## src/rtl/hub75_fb_write_arbiter.sv

```systemverilog
// Framebuffer write-port arbiter: round-robin between host and pattern generator,
// plus a full-frame clear engine. All framebuffer-side outputs are registered.
module hub75_fb_write_arbiter #(
    parameter  int hpixel_p     = 64,
    parameter  int vpixel_p     = 64,
    parameter  int bpp_p        = 8,
    localparam int frame_size_p = hpixel_p * vpixel_p,
    localparam int addr_width_p = $clog2(frame_size_p)
) (
    input  logic                    clk,
    input  logic                    rst,
    input  logic                    i_req0_valid,
    input  logic [addr_width_p-1:0] i_req0_addr,
    input  logic [3*bpp_p-1:0]      i_req0_data,
    output logic                    o_req0_ready,
    input  logic                    i_req1_valid,
    input  logic [addr_width_p-1:0] i_req1_addr,
    input  logic [3*bpp_p-1:0]      i_req1_data,
    output logic                    o_req1_ready,
    input  logic                    i_clear_start,
    input  logic [3*bpp_p-1:0]      i_clear_color,
    output logic                    o_clear_busy,
    output logic                    o_clear_done,
    output logic                    o_oob,
    output logic [addr_width_p-1:0] o_wr_addr,
    output logic [3*bpp_p-1:0]      o_wr_data,
    output logic                    o_wr_en
);

    localparam logic [addr_width_p:0]   FRAME_LIM = (addr_width_p + 1)'(frame_size_p);
    localparam logic [addr_width_p-1:0] LAST_ADDR = addr_width_p'(frame_size_p - 1);

    typedef enum logic [0:0] {
        ARB   = 1'b0,
        CLEAR = 1'b1
    } state_t;

    state_t                  state_q;
    logic                    fav1_q;
    logic [addr_width_p-1:0] clr_cnt_q;
    logic [3*bpp_p-1:0]      clr_color_q;
    logic [addr_width_p-1:0] wr_addr_q;
    logic [3*bpp_p-1:0]      wr_data_q;
    logic                    wr_en_q;
    logic                    busy_q;
    logic                    done_q;
    logic                    oob_q;

    logic                    arb_open_d;
    logic                    grant0_d;
    logic                    grant1_d;
    logic [addr_width_p-1:0] xfer_addr_d;
    logic [3*bpp_p-1:0]      xfer_data_d;
    logic                    xfer_oob_d;

    // A pending clear start blocks grants so the clear wins a same-cycle race.
    always_comb begin
        arb_open_d  = (state_q == ARB) && !i_clear_start && !rst;
        grant0_d    = arb_open_d && i_req0_valid && (!i_req1_valid || !fav1_q);
        grant1_d    = arb_open_d && i_req1_valid && (!i_req0_valid || fav1_q);
        xfer_addr_d = grant1_d ? i_req1_addr : i_req0_addr;
        xfer_data_d = grant1_d ? i_req1_data : i_req0_data;
        xfer_oob_d  = ({1'b0, xfer_addr_d} >= FRAME_LIM);
    end

    assign o_req0_ready = grant0_d;
    assign o_req1_ready = grant1_d;

    always_ff @(posedge clk) begin
        if (rst) begin
            state_q   <= ARB;
            fav1_q    <= 1'b0;
            clr_cnt_q <= '0;
            wr_addr_q <= '0;
            wr_data_q <= '0;
            wr_en_q   <= 1'b0;
            busy_q    <= 1'b0;
            done_q    <= 1'b0;
            oob_q     <= 1'b0;
        end else begin
            wr_en_q <= 1'b0;
            done_q  <= 1'b0;
            oob_q   <= 1'b0;
            case (state_q)
                ARB: begin
                    if (i_clear_start) begin
                        state_q   <= CLEAR;
                        clr_cnt_q <= '0;
                        busy_q    <= 1'b1;
                    end else if (grant0_d || grant1_d) begin
                        wr_addr_q <= xfer_addr_d;
                        wr_data_q <= xfer_data_d;
                        wr_en_q   <= !xfer_oob_d;
                        oob_q     <= xfer_oob_d;
                        fav1_q    <= grant0_d;
                    end
                end
                CLEAR: begin
                    wr_en_q   <= 1'b1;
                    wr_addr_q <= clr_cnt_q;
                    wr_data_q <= clr_color_q;
                    if (clr_cnt_q == LAST_ADDR) begin
                        state_q   <= ARB;
                        busy_q    <= 1'b0;
                        done_q    <= 1'b1;
                        clr_cnt_q <= '0;
                    end else begin
                        clr_cnt_q <= clr_cnt_q + addr_width_p'(1);
                    end
                end
                default: state_q <= ARB;
            endcase
        end
    end

    // Fill colour is pure data; it only needs loading when a clear actually starts.
    always_ff @(posedge clk) begin
        if (!rst && (state_q == ARB) && i_clear_start) begin
            clr_color_q <= i_clear_color;
        end
    end

    assign o_wr_addr    = wr_addr_q;
    assign o_wr_data    = wr_data_q;
    assign o_wr_en      = wr_en_q;
    assign o_clear_busy = busy_q;
    assign o_clear_done = done_q;
    assign o_oob        = oob_q;

endmodule
```

## config.mk

```make
export PLATFORM = sky130hd
export DESIGN_NAME = hub75_fb_write_arbiter
export DESIGN_NICKNAME = d
export VERILOG_FILES = /design/src/rtl/hub75_fb_write_arbiter.sv
export SDC_FILE = /design/constraint.sdc
export NUM_CORES = 1
export LEC_CHECK = 0
export ABC_AREA = 1
export CAP_MARGIN = 10
export CORE_MARGIN = 2
export CORE_UTILIZATION = 36
export DETAILED_ROUTE_END_ITERATION = 8
export PLACE_DENSITY = 0.65
export SYNTH_ARGS = -nofsm -noshare
export SYNTH_HDL_FRONTEND = slang
export SYNTH_SLANG_ARGS = --single-unit
```

## constraint.sdc

```tcl
create_clock -name clk -period 3.2 [get_ports clk]
set_input_delay 0.32 -clock clk [delete_from_list [all_inputs] [get_ports clk]]
set_output_delay 0.32 -clock clk [all_outputs]
set_load 0.03 [all_outputs]
```

# After elaboration in Yosys (flattened, before gate mapping)
# Index checks and enable logic that the tools add are counted.
[totals]
register_bits = 77
inputBits = 101
out_inout_bits = 42
word_cells = 58
[classes]
add_sub_neg = 1
eq_ne = 5
mux = 21
bitwise_logic = 2
n_reduce_logical = 20
[op_table]
columns = ["operator", "n"]
rows = [
  ["24-bit 2-to-1 mux", 3],
  ["12-bit 2-to-1 mux", 5],
  ["12-bit one-hot mux with 2 select lines", 2],
  ["24-bit one-hot mux with 2 select lines", 1],
  ["12-bit by 1-bit adder with 12-bit output (second input constant)", 1],
  ["12-bit == test (second input constant)", 1],
  ["1-bit logical AND", 8],
  ["1-bit 2-to-1 mux", 7],
  ["1-bit one-hot mux with 2 select lines", 3],
  ["1-bit zero test", 5],
  ["2-bit by 1-bit inequality test with 1-bit output (second input constant)", 2],
  ["2-bit inequality test (second input constant)", 2],
  ["2-bit AND reduction", 2],
  ["1-bit logical OR", 3],
  ["3-bit AND reduction", 1],
  ["1-bit NOT", 2],
  ["2-bit OR reduction", 1],
]

# Longest topological paths before layout
[logic_depth]
ltp_word = 9
ltp_mapped = 10
mapped_depth_nobuf = 9

# Least setup slack after synthesis
# Ideal clock, no wire load.
[synth_timing]
path_kind = "register to register"
from = "register state_q"
to = "register clr_color_q[0], enable pin"
setup_ns = 0.405
arrival_time_ns = 1.821
required_ns = 2.795
setup_slack_ns = 0.974
path_stages_with_launch = 6
n_path_buf = 2
synth_period_minus_slack_ns = 2.226
path_cell_list = "dfxtp_1 buf_6 buf_2 nor2_1 inv_1 nor2_1"
[synth_via]
elab_chain_len = 3
[synth_rtl]
columns = ["element", "line", "rtl"]
rows = [
  ["start, declared", "38", "state_t state_q;"],
  ["start signal, assigned", "71", "state_q <= ARB;"],
  ["start signal, assigned", "87", "state_q <= CLEAR;"],
  ["start signal, assigned", "103", "state_q <= ARB;"],
  ["1-bit NOT (no line)", "n/a", ""],
  ["1-bit logical AND (2 in series)", "118", "if (!rst && (state_q == ARB) && i_clear_start) begin"],
  ["end signal, assigned", "119", "clr_color_q <= i_clear_color;"],
  ["end, declared", "41", "logic [3*bpp_p-1:0] clr_color_q;"],
]
# Every way passes these cells.
# A chain may end at the register's enable or synchronous reset.

# Final worst setup path
[layout_timing]
from = "input rst"
to = "output o_req0_ready"
[layout_via]
elab_chain_len = 4
[layout_rtl]
columns = ["element", "line", "rtl"]
rows = [
  ["start, declared", "11", "input logic rst,"],
  ["1-bit zero test", "58", "arb_open_d = (state_q == ARB) && !i_clear_start && !rst;"],
  ["1-bit logical AND", "58", ""],
  ["1-bit logical AND (2 in series)", "59", "grant0_d = arb_open_d && i_req0_valid && (!i_req1_valid || !fav1_q);"],
  ["end, declared", "15", "output logic o_req0_ready,"],
]
# Every way passes these cells.

==> reports/qor.yml <==
path_common_cell: "clkdlybuf4s50_1"
diodes: 0
antenna_found_initial: 0
hold_path_class: "flop to flop"
root_buffer: "clkbuf_16"
final_cells: 930
arrival_ps: 2280
cp_max_fo: 18
clk_pin_slew_worst_paths_ps: 60
critical_path.cell_chain: "clkdlybuf4s50_1 -> inv_2 -> nand2_8 -> nor2_4 -> clkdlybuf4s50_1"
dp_hpwl_um: 8340
drive_gt1_share_pct: 4.21
cts_inserted_buffers: 9
tns_ps: 0
firstDrtPassIters: 5
initial_utilization_pct: 36.4
cts-htree-levels: 3
max_cap_violations: 0
syn_avg_cell_area_um2: 6.63
wl_per_cell_um: 12.6
ir_worst_vdd_v: 0.000240
place_congestion: 0.900
cts_max_path_buffers: 2
std_cell_rows: 40
ant_nets: 0
io_pins: 143
synth_nets: 754
cts_setup_buffers: 0
dieArea_um2: 12900
busiest_layer: "met2"
synth_cell_types: 27
ys_ff_latch: 77
clock_skew_ps: 7.11
grtUsageTotal_pct: 18.4
clk_latency_ps: 330
setup_viol: 0
cp-start-kind: "primary input"
p_leak_nw: 3.04
drv_slew: 0
min_period_ps: 2600
avgViaCountPerCell: 4.51
nets: 880
vias: 4192
core_region_area_um2: 11900
grt_max_degree: 73
io_buffers: 141
overflow: 0
synth_cells: 652
met3_usage_pct: 3.88
required_ps: 2880
dieWidth_um: 114
grt_pass1_vias: 3974
hold_viol: 0
n_fill_cell: 1184
cpMaxStageDelayCell: "clkdlybuf4s50_1"
ys_seq_area_share_pct: 41.2
post-route-drc-count: 0
slowest_delay_ps: 720
use_met2_pct: 31.8
timing.fmax_ghz: 0.385
cts_tree: "yes"
end_kind: "output pin"
yosys_warnings: 0
rsz0062_at_grt: "no"
use_met1_pct: 23.3
outcome: "complete, no violations"
cts.sinks: 77
routed_wl_um: 11800
worst_slew_pin_slew_ps: 1090
die_h_um: 114
dr.first_iter.drc_count: 178
syn_to_final_growth_pct: 39.9
cts.repair.resized: 0
synth_area_um2: 4320
hold_buffers: 0
relSlewSlack_pct: 27.2
power.density_nw_per_um2: 449
min_period_over_period_pct: 81.3
path_class: "primary input to output pin"
grt_pass1_wl_um: 19100
dp_cells: 914
-- cells in the mapped netlist, drive strengths merged --
| cell | n | area (µm²) |
|---|---|---|
| o21ai | 8 | 40.0 |
| inv | 159 | 597 |
| o22ai | 3 | 18.8 |
| nor2 | 57 | 280 |
| conb | 1 | 3.75 |
| xor2 | 3 | 26.3 |
| o21bai | 1 | 18.8 |
| nor3 | 3 | 15.0 |
| edfxtp | 24 | 721 |
| a21oi | 41 | 205 |
| dfxtp | 53 | 1060 |
| ha | 1 | 12.5 |
| clkbuf | 12 | 45.0 |
| nand2 | 181 | 696 |
| nand3 | 80 | 400 |
| nand4 | 5 | 46.3 |
| or2 | 1 | 6.26 |
| buf | 19 | 130 |
-- cell type report --
cell class	instances	area [µm²]	area share, %
clock inverter	6	38.8	0.641
inverter	159	597	9.87
multi-input combinational	385	1770	29.3
sequential	77	1780	29.5
clock buffer	10	229	3.78
timing repair buffer	146	1450	23.9
tap	147	184	3.04
-- critical path: cells and delay by family --
family | cells | cell delay, ps
buf+inv | 3 | 1630
simple gates | 2 | 320
-- path summary, 6_finish.rpt --
kind                     start       endpoint  slack [ps]  depth (start not counted)
hold reg to reg   clr_cnt_q[0]   clr_cnt_q[0]         510                          2
setup reg to reg       state_q  o_wr_data[13]         940                          5
setup / recovery           rst   o_req0_ready         600                          5
hold / removal    clr_cnt_q[0]   clr_cnt_q[0]         510                          2
-- cells in the final DEF (no fill, tap or decap), types with 2 or more instances in the layout --
cell type / instances
a21oi_1: 41
buf_4: 6
clkbuf_16: 9
clkdlybuf4s50_1: 140
clkinv_2: 2
dfxtp_1: 52
edfxtp_1: 24
inv_1: 158
nand2_1: 180
nand3_1: 80
nand4_1: 4
nor2_1: 50
nor2_2: 2
nor2_4: 2
nor2_8: 3
nor3_1: 3
o21ai_0: 8
o22ai_1: 3
xor2_1: 3
-- sequential cells by signal (all words and copies together) (netlist names), 12 cells and up --
name / flops
clr_cnt_q: 12
clr_color_q: 24
o_wr_data: 24
o_wr_addr: 12
-- cell families after synthesis --
logic type               count (synthesis)  synth area share (%)
buffers and inverters                  190                  17.9
adder cells (fa/ha/maj)                  1                 0.289
AND/OR/NAND/NOR                        327                  33.4
other                                    1                0.0867
flip-flops                              77                  41.2
XOR/XNOR                                 3                 0.608
AO/OA/AOI/OAI                           53                  6.54
-- through the flow --
stage	total power, mW	hold WS, ps	worst slack, ps	utilization (%)	cell area, µm²
floorplan	1.52	389	974	-	4320
global placement	1.80	489	483	48.7	5780
detailed placement	1.81	502	405	48.7	5780
CTS	2.75	512	583	51.0	6050
global route	2.85	536	476	51.0	6050
finish	2.72	510	599	51.0	6050
-- report_power, final --
part | total, mW | leakage (nW) | internal, mW | switching [mW]
clock network | 0.926 | 0.130 | 0.524 | 0.402
logic | 0.664 | 2.25 | 0.301 | 0.363
registers | 1.13 | 0.659 | 1.08 | 0.0461
-- layer usage --
layer / share of wire [%] / up-vias
met5: 0 / -
met4: 0.53 / 0
met3: 7.6 / 4
met2: 48 / 143
met1: 43 / 1831
li1: - / 2214
Power figures use the tool's default switching activity.
